$ cat src/rtl/useq_pkg.sv
// Shared definitions for the microcode sequencer: seq_op encodings, run modes
// and the default vector addresses.
package useq_pkg;

    localparam logic [2:0] SEQ_NEXT     = 3'd0;
    localparam logic [2:0] SEQ_JUMP     = 3'd1;
    localparam logic [2:0] SEQ_DISPATCH = 3'd2;
    localparam logic [2:0] SEQ_BRANCH   = 3'd3;
    localparam logic [2:0] SEQ_CALL     = 3'd4;
    localparam logic [2:0] SEQ_RET      = 3'd5;
    localparam logic [2:0] SEQ_ENDI     = 3'd6;
    localparam logic [2:0] SEQ_BRK      = 3'd7;

    typedef enum logic [1:0] {
        ModeRun  = 2'd0,
        ModeHalt = 2'd1,
        ModeBrk  = 2'd2
    } mode_e;

    localparam int unsigned DEF_RESET_VEC = 0;
    localparam int unsigned DEF_FETCH_VEC = 2;
    localparam int unsigned DEF_IRQ_VEC   = 4;
    localparam int unsigned DEF_FAULT_VEC = 6;

endpackage

$ cat src/rtl/useq_stack.sv
// Micro-return LIFO used by CALL/RET when the sequencer is built with USTACK_EN.
// Depth must be a power of two, at least 2.
module useq_stack #(
    parameter int unsigned Depth = 4,
    parameter int unsigned Width = 8
) (
    input  logic                     clk,
    input  logic                     reset,
    input  logic                     push_i,
    input  logic                     pop_i,
    input  logic                     clear_i,
    input  logic [Width-1:0]         push_data_i,
    output logic [Width-1:0]         pop_data_o,
    output logic                     full_o,
    output logic                     empty_o,
    output logic [$clog2(Depth):0]   count_o
);

    localparam int unsigned PtrW = $clog2(Depth);
    localparam int unsigned CntW = PtrW + 1;

    logic [Width-1:0] mem_q [Depth];
    logic [CntW-1:0]  count_q, count_d;
    logic [PtrW-1:0]  top_idx;

    assign full_o     = (count_q == CntW'(Depth));
    assign empty_o    = (count_q == '0);
    assign count_o    = count_q;
    assign top_idx    = count_q[PtrW-1:0] - PtrW'(1);
    assign pop_data_o = mem_q[top_idx];

    always_comb begin
        count_d = count_q;
        if (clear_i) begin
            count_d = '0;
        end else if (push_i && !full_o) begin
            count_d = count_q + CntW'(1);
        end else if (pop_i && !empty_o) begin
            count_d = count_q - CntW'(1);
        end
    end

    always_ff @(posedge clk) begin
        if (reset) begin
            count_q <= '0;
        end else begin
            count_q <= count_d;
        end
    end

    // Storage needs no reset; only count_q decides which entries are live.
    always_ff @(posedge clk) begin
        if (push_i && !full_o && !clear_i) begin
            mem_q[count_q[PtrW-1:0]] <= push_data_i;
        end
    end

endmodule

$ cat src/rtl/useq_engine.sv
// Microcode sequencer: micro-PC with two-cycle (setup/M) microinstructions.
// Define USTACK_EN to build the micro-return stack; otherwise CALL=JUMP, RET=ENDI.
module useq_engine
    import useq_pkg::*;
#(
    parameter int unsigned UADDR_W     = 8,
    parameter int unsigned OPC_W       = 6,
    parameter int unsigned NFLAGS      = 8,
    parameter int unsigned RESET_VEC   = DEF_RESET_VEC,
    parameter int unsigned FETCH_VEC   = DEF_FETCH_VEC,
    parameter int unsigned IRQ_VEC     = DEF_IRQ_VEC,
    parameter int unsigned FAULT_VEC   = DEF_FAULT_VEC,
    parameter int unsigned STACK_DEPTH = 4
) (
    input  logic                           clk,
    input  logic                           reset,
    input  logic [OPC_W-1:0]               opcode,
    input  logic [2:0]                     seq_op,
    input  logic [UADDR_W-1:0]             seq_tgt,
    input  logic [$clog2(NFLAGS)-1:0]      cond_sel,
    input  logic [NFLAGS-1:0]              flags,
    input  logic                           irq_r,
    input  logic                           fault_r,
    input  logic                           halt_req,
    input  logic                           cont_r,
    output logic [UADDR_W-1:0]             uaddr,
    output logic                           phase_m,
    output logic                           halted,
    output logic                           in_break,
    output logic                           ustack_err,
    output logic [$clog2(STACK_DEPTH):0]   usp
);

    localparam logic [UADDR_W-1:0] ResetVec = UADDR_W'(RESET_VEC);
    localparam logic [UADDR_W-1:0] FetchVec = UADDR_W'(FETCH_VEC);
    localparam logic [UADDR_W-1:0] IrqVec   = UADDR_W'(IRQ_VEC);
    localparam logic [UADDR_W-1:0] FaultVec = UADDR_W'(FAULT_VEC);

    logic [UADDR_W-1:0]       upc_q, upc_d, upc_inc, endi_tgt;
    logic [UADDR_W+OPC_W-1:0] disp_sum;
    logic                     phase_q, phase_d;
    mode_e                    mode_q, mode_d;

    assign upc_inc  = upc_q + UADDR_W'(1);
    assign disp_sum = {{OPC_W{1'b0}}, seq_tgt} + {{UADDR_W{1'b0}}, opcode};
    assign endi_tgt = irq_r ? IrqVec : FetchVec;

`ifdef USTACK_EN
    logic               push, pop, clr, full, empty, err_q, err_d;
    logic [UADDR_W-1:0] pop_data;

    useq_stack #(
        .Depth (STACK_DEPTH),
        .Width (UADDR_W)
    ) u_stack (
        .clk         (clk),
        .reset       (reset),
        .push_i      (push),
        .pop_i       (pop),
        .clear_i     (clr),
        .push_data_i (upc_inc),
        .pop_data_o  (pop_data),
        .full_o      (full),
        .empty_o     (empty),
        .count_o     (usp)
    );

    assign ustack_err = err_q;

    always_ff @(posedge clk) begin
        if (reset) begin
            err_q <= 1'b0;
        end else begin
            err_q <= err_d;
        end
    end
`else
    assign usp        = '0;
    assign ustack_err = 1'b0;
`endif

    always_comb begin
        upc_d   = upc_q;
        phase_d = phase_q;
        mode_d  = mode_q;
`ifdef USTACK_EN
        push  = 1'b0;
        pop   = 1'b0;
        clr   = 1'b0;
        err_d = err_q;
`endif
        if (fault_r) begin
            // Fault aborts whatever phase we are in and empties the stack.
            upc_d   = FaultVec;
            phase_d = 1'b0;
            mode_d  = ModeRun;
`ifdef USTACK_EN
            clr = 1'b1;
`endif
        end else if (halt_req && mode_q == ModeRun) begin
            mode_d  = ModeHalt;
            phase_d = 1'b0;
        end else if (cont_r && mode_q == ModeBrk) begin
            mode_d  = ModeRun;
            upc_d   = FetchVec;
            phase_d = 1'b0;
        end else if (mode_q == ModeRun) begin
            phase_d = ~phase_q;
            if (phase_q) begin
                unique case (seq_op)
                    SEQ_NEXT:     upc_d = upc_inc;
                    SEQ_JUMP:     upc_d = seq_tgt;
                    SEQ_DISPATCH: upc_d = disp_sum[UADDR_W-1:0];
                    SEQ_BRANCH:   upc_d = flags[cond_sel] ? seq_tgt : upc_inc;
                    SEQ_CALL: begin
`ifdef USTACK_EN
                        if (full) begin
                            err_d = 1'b1;
                            upc_d = FaultVec;
                            clr   = 1'b1;
                        end else begin
                            push  = 1'b1;
                            upc_d = seq_tgt;
                        end
`else
                        upc_d = seq_tgt;
`endif
                    end
                    SEQ_RET: begin
`ifdef USTACK_EN
                        if (empty) begin
                            err_d = 1'b1;
                            upc_d = FaultVec;
                            clr   = 1'b1;
                        end else begin
                            pop   = 1'b1;
                            upc_d = pop_data;
                        end
`else
                        upc_d = endi_tgt;
`endif
                    end
                    SEQ_ENDI:     upc_d = endi_tgt;
                    SEQ_BRK: begin
                        mode_d  = ModeBrk;
                        upc_d   = upc_inc;
                        phase_d = 1'b0;
                    end
                endcase
            end
        end
    end

    always_ff @(posedge clk) begin
        if (reset) begin
            upc_q   <= ResetVec;
            phase_q <= 1'b0;
            mode_q  <= ModeRun;
        end else begin
            upc_q   <= upc_d;
            phase_q <= phase_d;
            mode_q  <= mode_d;
        end
    end

    assign uaddr    = upc_q;
    assign phase_m  = phase_q;
    assign halted   = (mode_q == ModeHalt);
    assign in_break = (mode_q == ModeBrk);

endmodule

$ cat config.mk
export PLATFORM = sky130hd
export DESIGN_NAME = useq_engine
export DESIGN_NICKNAME = d
export VERILOG_FILES = /design/src/rtl/useq_pkg.sv /design/src/rtl/useq_stack.sv /design/src/rtl/useq_engine.sv
export SDC_FILE = /design/constraint.sdc
export NUM_CORES = 1
export LEC_CHECK = 0
export ABC_CLOCK_PERIOD_IN_PS = 4460
export BUFFER_PORTS_ARGS = -buffer_cell sky130_fd_sc_hd__clkbuf_2
export CAP_MARGIN = 30
export CORE_ASPECT_RATIO = 0.8
export CORE_MARGIN = 10
export CORE_UTILIZATION = 55
export CTS_CLUSTER_DIAMETER = 50
export DETAILED_ROUTE_END_ITERATION = 10
export PLACE_DENSITY_LB_ADDON = 0.15
export SETUP_SLACK_MARGIN = 0.02
export SLEW_MARGIN = 20
export SYNTH_ARGS = -nofsm -noshare
export SYNTH_HDL_FRONTEND = slang
export SYNTH_HIERARCHICAL = 1
export SYNTH_SLANG_ARGS = --single-unit
export TNS_END_PERCENT = 1
$ cat constraint.sdc
create_clock -name clk -period 4.46 [get_ports clk]
set_input_delay 0.892 -clock clk [delete_from_list [all_inputs] [get_ports clk]]
set_output_delay 0.892 -clock clk [all_outputs]
set_load 0.02 [all_outputs]
Yosys cells after proc, flatten, opt, wreduce, memory -nomap -nowiden
Index checks and enable logic that the tools add are counted.
{"block": "op_classes", "n_mux": 17, "n_bitwise": 2, "order_cmp": 1, "eq_ne": 10, "n_reduce_logical": 20, "n_addsub": 2}
{"cell": "$pmux 8 s5", "n": 1}
{"cell": "$mux 8", "n": 4}
{"cell": "$reduce_bool 3->1", "n": 5}
{"cell": "$eq 3x3->1 const B", "n": 4}
{"cell": "$reduce_and 3->1", "n": 4}
{"cell": "$mux 3", "n": 3}
{"cell": "$add 8x1->8 const B", "n": 1}
{"cell": "$add 8x6->8", "n": 1}
{"cell": "$mux 1", "n": 8}
{"cell": "$reduce_or 2->1", "n": 4}
{"cell": "$eq 3x2->1 const B", "n": 2}
{"cell": "$lt 3x4->1 const B", "n": 1}
{"cell": "$reduce_bool 2->1", "n": 2}
{"cell": "$reduce_or 4->1", "n": 1}
{"cell": "$bmux 1 s3", "n": 1}
{"cell": "$eq 3x1->1 const B", "n": 1}
{"cell": "$logic_not 3->1", "n": 1}
{"cell": "$eq 2x1->1 const B", "n": 1}
{"cell": "$eq 2x2->1 const B", "n": 1}
{"cell": "$logic_and 1x1->1", "n": 2}
{"cell": "$logic_not 2->1", "n": 1}
{"cell": "$ne 2x2->1 const B", "n": 1}
{"cell": "$not 1->1", "n": 2}
{"block": "totals", "out_inout_bits": 15, "input_bits": 34, "register_bits": 11, "wordCells": 57}

Logic depth before layout (Yosys ltp)
{"block": "depth", "depth_word": 9, "depth_mapped": 8}

Worst setup path after synthesis
No wires, ideal clock.
{"block": "synth_path", "path_type": "input to register", "startpoint": "input port cond_sel[1]", "endpoint": "register upc_q[7] (netlist: uaddr[7])", "n_path_buf": 0, "path_stages": 5, "arrival_time_ns": 2.341, "path_slack_ns": 1.997, "path_cell_list": "mux4_1 > mux2_4 > a31oi_4 > nor2b_2 > o32a_1"}
{"block": "synth_via", "elab_chain_cells": 7}
{"element": "from (decl)", "line": "useq_engine.sv:20", "rtl": "input logic [$clog2(NFLAGS)-1:0] cond_sel,"}
{"element": "$bmux 1 s3", "line": "useq_engine.sv:114", "rtl": "SEQ_BRANCH: upc_d = flags[cond_sel] ? seq_tgt : upc_inc;"}
{"element": "$mux 1 (implied by the code)", "line": "useq_engine.sv:114"}
{"element": "$mux 8", "line": "useq_engine.sv:114"}
{"element": "$pmux 8 s5", "line": "useq_engine.sv:110", "rtl": "unique case (seq_op)"}
{"element": "$mux 8", "line": "useq_engine.sv:109", "rtl": "if (phase_q) begin"}
{"element": "$mux 8", "line": "useq_engine.sv:107", "rtl": "end else if (mode_q == ModeRun) begin"}
{"element": "$mux 8", "line": "useq_engine.sv:103", "rtl": "end else if (cont_r && mode_q == ModeBrk) begin"}
{"element": "to (signal assigned)", "line": "useq_engine.sv:156", "rtl": "upc_q <= ResetVec;"}
{"element": "to (signal assigned)", "line": "useq_engine.sv:160", "rtl": "upc_q <= upc_d;"}
{"element": "to (decl)", "line": "useq_engine.sv:39", "rtl": "logic [UADDR_W-1:0] upc_q, upc_d, upc_inc, endi_tgt;"}
No other way between the ends. The select of a mux whose other input is x is not followed.
A chain may end at the register's enable or synchronous reset.

Final worst setup path
{"block": "layout_path", "startpoint": "input port seq_op[0]", "endpoint": "register upc_q[4] (netlist: uaddr[4])"}
{"block": "layout_via", "elab_chain_cells": 6, "word_cells_on_any_way": 15}
{"element": "from (decl)", "line": "useq_engine.sv:18", "rtl": "input logic [2:0] seq_op,"}
{"element": "$eq 3x3->1, or another cell as far along", "line": "useq_engine.sv:110"}
{"element": "$reduce_or 2->1 (no line)"}
{"element": "$pmux 8 s5 *", "line": "useq_engine.sv:110"}
{"element": "$mux 8 *", "line": "useq_engine.sv:109"}
{"element": "$mux 8 *", "line": "useq_engine.sv:107"}
{"element": "$mux 8 *", "line": "useq_engine.sv:103"}
Every way passes the cells marked *; elsewhere a longest branch is shown, timed or not. The select of a mux whose other input is x is not followed.

==> flow_summary.ini <==
[yosys]
synth_top_family_by_area = compound AO/OA/AOI/OAI gates
yosys_warnings = 6
yosysMostFrequentCell = nand2_1
synth.area.top_cells = dfxtp_1 15%, ha_1 6.1%, nand2_1 4.7%
syn_area_per_cell_um2 = 7.63
synth_commonest_cells = 18 x nand2_1, 11 x dfxtp_1, 10 x inv_1
yosysTopAreaCellShare_pct = 15.3
ys_seq_area_share_pct = 15.3
synthAdderAreaFrac_pct = 7.46
syn_inst = 189
synth_edf_count = 0
ys_ff_latch = 11
yosys.area.top_type = dfxtp_1
synth-xor-area-share_pct = 3.64
async_flop_share_pct = 0
synthMuxAreaShare_pct = 6.76
synthFlopType = dfxtp_1
synth_compound_area_share_pct = 31.7
yosys.area_share.simple_pct = 27.8
netlist_area_um2 = 1440
yosysUniqueCellTypes = 55

[clock_tree]
cts_buffer_depth = 2
cts_root_buf = clkbuf_4
cts_tree = built
post_cts_resized = 0
cts_max_level = 1
cts.sinks = 11
cts_setup_buffers = 0
clk_pin_slew_ns = 0.07
insertion_delay_ns = 0.27
cts_made_buffers = 3
postCtsHoldBufs = 0

[worst_setup_path]
critPathLaunchType = primary input
required_ns = 4.62
cp_max_fo = 17
crit_start = seq_op[0]
crit_path_end_kind = flop
crit_type = primary input to flop
timing.rr.start = mode_q[0]$_SDFFE_PP0P_
arrival_ns = 2.65

[pwr]
vdd_drop_max_v = 0.0000903
p_int_mw = 0.184
comb_power_share_pct = 40.1
pwr-share-seq_pct = 36.1
power_density_nw_per_um2 = 174
netSwitchingFraction_pct = 37.2
p_leak_nw = 0.718
pwr-share-clk_pct = 23.8
p_sw_mw = 0.109

[layout]
nets = 271
insertedDiodeCount = 0
fillers = 237
drive_gt1_share_pct = 25.0
multi_input_area_um2 = 1140
finalNonFillerCells = 264
regArea_um2 = 220
areaGrowthSynthToFinish_pct = 16.8

[floorplan]
start_util_pct = 58.1
core.rowCount = 16
die_w_um = 77.3
die-height_um = 65.8
die-area_um2 = 5080
core_um2 = 2480
io_pins = 49

[placement]
numPlacedInstances = 260
port_buffers = 44
place_congestion = 0.938
dpl.hpwl_mm = 3.56

[timing]
timing.slew.headroom_pct = 35.8
tightestPinTransition_ns = 0.961
clock_skew_ns = 0.00196
hold_violations = 0
max_freq_mhz = 403
fin_tns_setup_ns = 0
finalCritPeriodShare_pct = 55.7
setup_viol_count_final = 0
maxSlewViolCount = 0
rsz0062_at_grt = false
min_period_ns = 2.48

[routing]
post_drt_wl_per_cell_um = 16.6
avgViaCountPerCell = 6.35
dr.pass1.iters = 5
vias = 1677
drc = 0
postRouteAntennaNets = 0
routed_wl_mm = 4.39
drt_iter0_markers = 235

[global_routing]
grt_pass1_vias = 1497
grt_max_degree = 19
antenna_found_initial = 0
grtUsageTotal_pct = 16.0
grt_overflow_total = 0
grt_pass1_wl_mm = 6.87

[min_path]
hp-class = flop to flop
hold_start = uaddr[6]$_SDFFE_PP0P_

[flow_run]
cap_violations = 0

[outcome]
status = finished, final reports clean
[critical path, stage by stage]
cell and delay [ns]:
clkbuf_2 0.23, or3b_2 0.67, a2111o_1 0.42, and3_1 0.18
a32o_1 0.25
[per-layer routing]
layer	vias to the layer above	global-route usage [%]	wire, µm
met5	-	0	0
met4	0	4.09	45
met3	6	3.80	432
met2	111	25.1	1920
met1	762	21.4	2000
li1	798	-	-
[stage by stage]
| stage | hold slack, ns | cell area, µm² | power (mW) | setup slack (ns) | util, % |
|---|---|---|---|---|---|
| after floorplan | 0.538 | 1450 | 0.186 | 2.00 | - |
| after global placement | 0.511 | 1650 | 0.220 | 1.64 | 66.6 |
| after detailed placement | 0.537 | 1650 | 0.222 | 1.49 | 66.6 |
| after CTS | 0.550 | 1680 | 0.291 | 1.75 | 67.7 |
| after global routing | 0.568 | 1690 | 0.308 | 1.88 | 67.9 |
| final | 0.548 | 1690 | 0.293 | 1.98 | 67.9 |
[kinds of logic (layout without fill, tap and decap cells)]
logic type,Yosys count,after routing
compound gates,62,62
xor+xnor,6,6
fa+ha+maj,8,8
buf+inv,22,58
flops,11,11
mux,6,6
other cells,1,4
simple gates,73,73
[final timing paths]
kind / slack [ns] / endpoint / depth (start not counted)
worst max-delay path: 1.98 / uaddr[4]$_SDFFE_PP0P_ / 5
worst min-delay path: 0.55 / uaddr[6]$_SDFFE_PP0P_ / 2
worst max register to register: 2.41 / uaddr[3]$_SDFFE_PP0P_ / 4
worst min register to register: 0.55 / uaddr[6]$_SDFFE_PP0P_ / 2
[cell usage in the layout (no fill, tap or decap), drive strengths merged, types with 5 or more instances in the layout]
master and n:
nor2b 5, nand2b 6, a21oi 9, o211ai 6, clkbuf 48, dfxtp 11
a31oi 5, nand3 8, nor3 5, ha 7, o21ai 9, nand2 18
or3 5, nor2 6, inv 10
[power groups by stage]
stage                     Sequential [mW]  Clock, mW  Combinational (mW)
final                               0.106     0.0697               0.117
after global routing                0.106     0.0741               0.127
after CTS                           0.105     0.0705               0.115
after detailed placement            0.108          0               0.114
after global placement              0.108          0               0.113
after floorplan                     0.109          0              0.0770
[final cells by class]
cell class / instances / area share (%)
timing repair buffer: 44 / 13.1
sequential: 11 / 13.1
inverter: 10 / 2.23
clock buffer: 4 / 1.56
multi-input combinational: 159 / 67.4
tap: 36 / 2.67
[sequential cells by signal, indices dropped and copies added, names as in the netlist]
name,flops
mode_q,2
phase_m,1
uaddr,8
No activity file was read; power rests on OpenSTA's default activity.
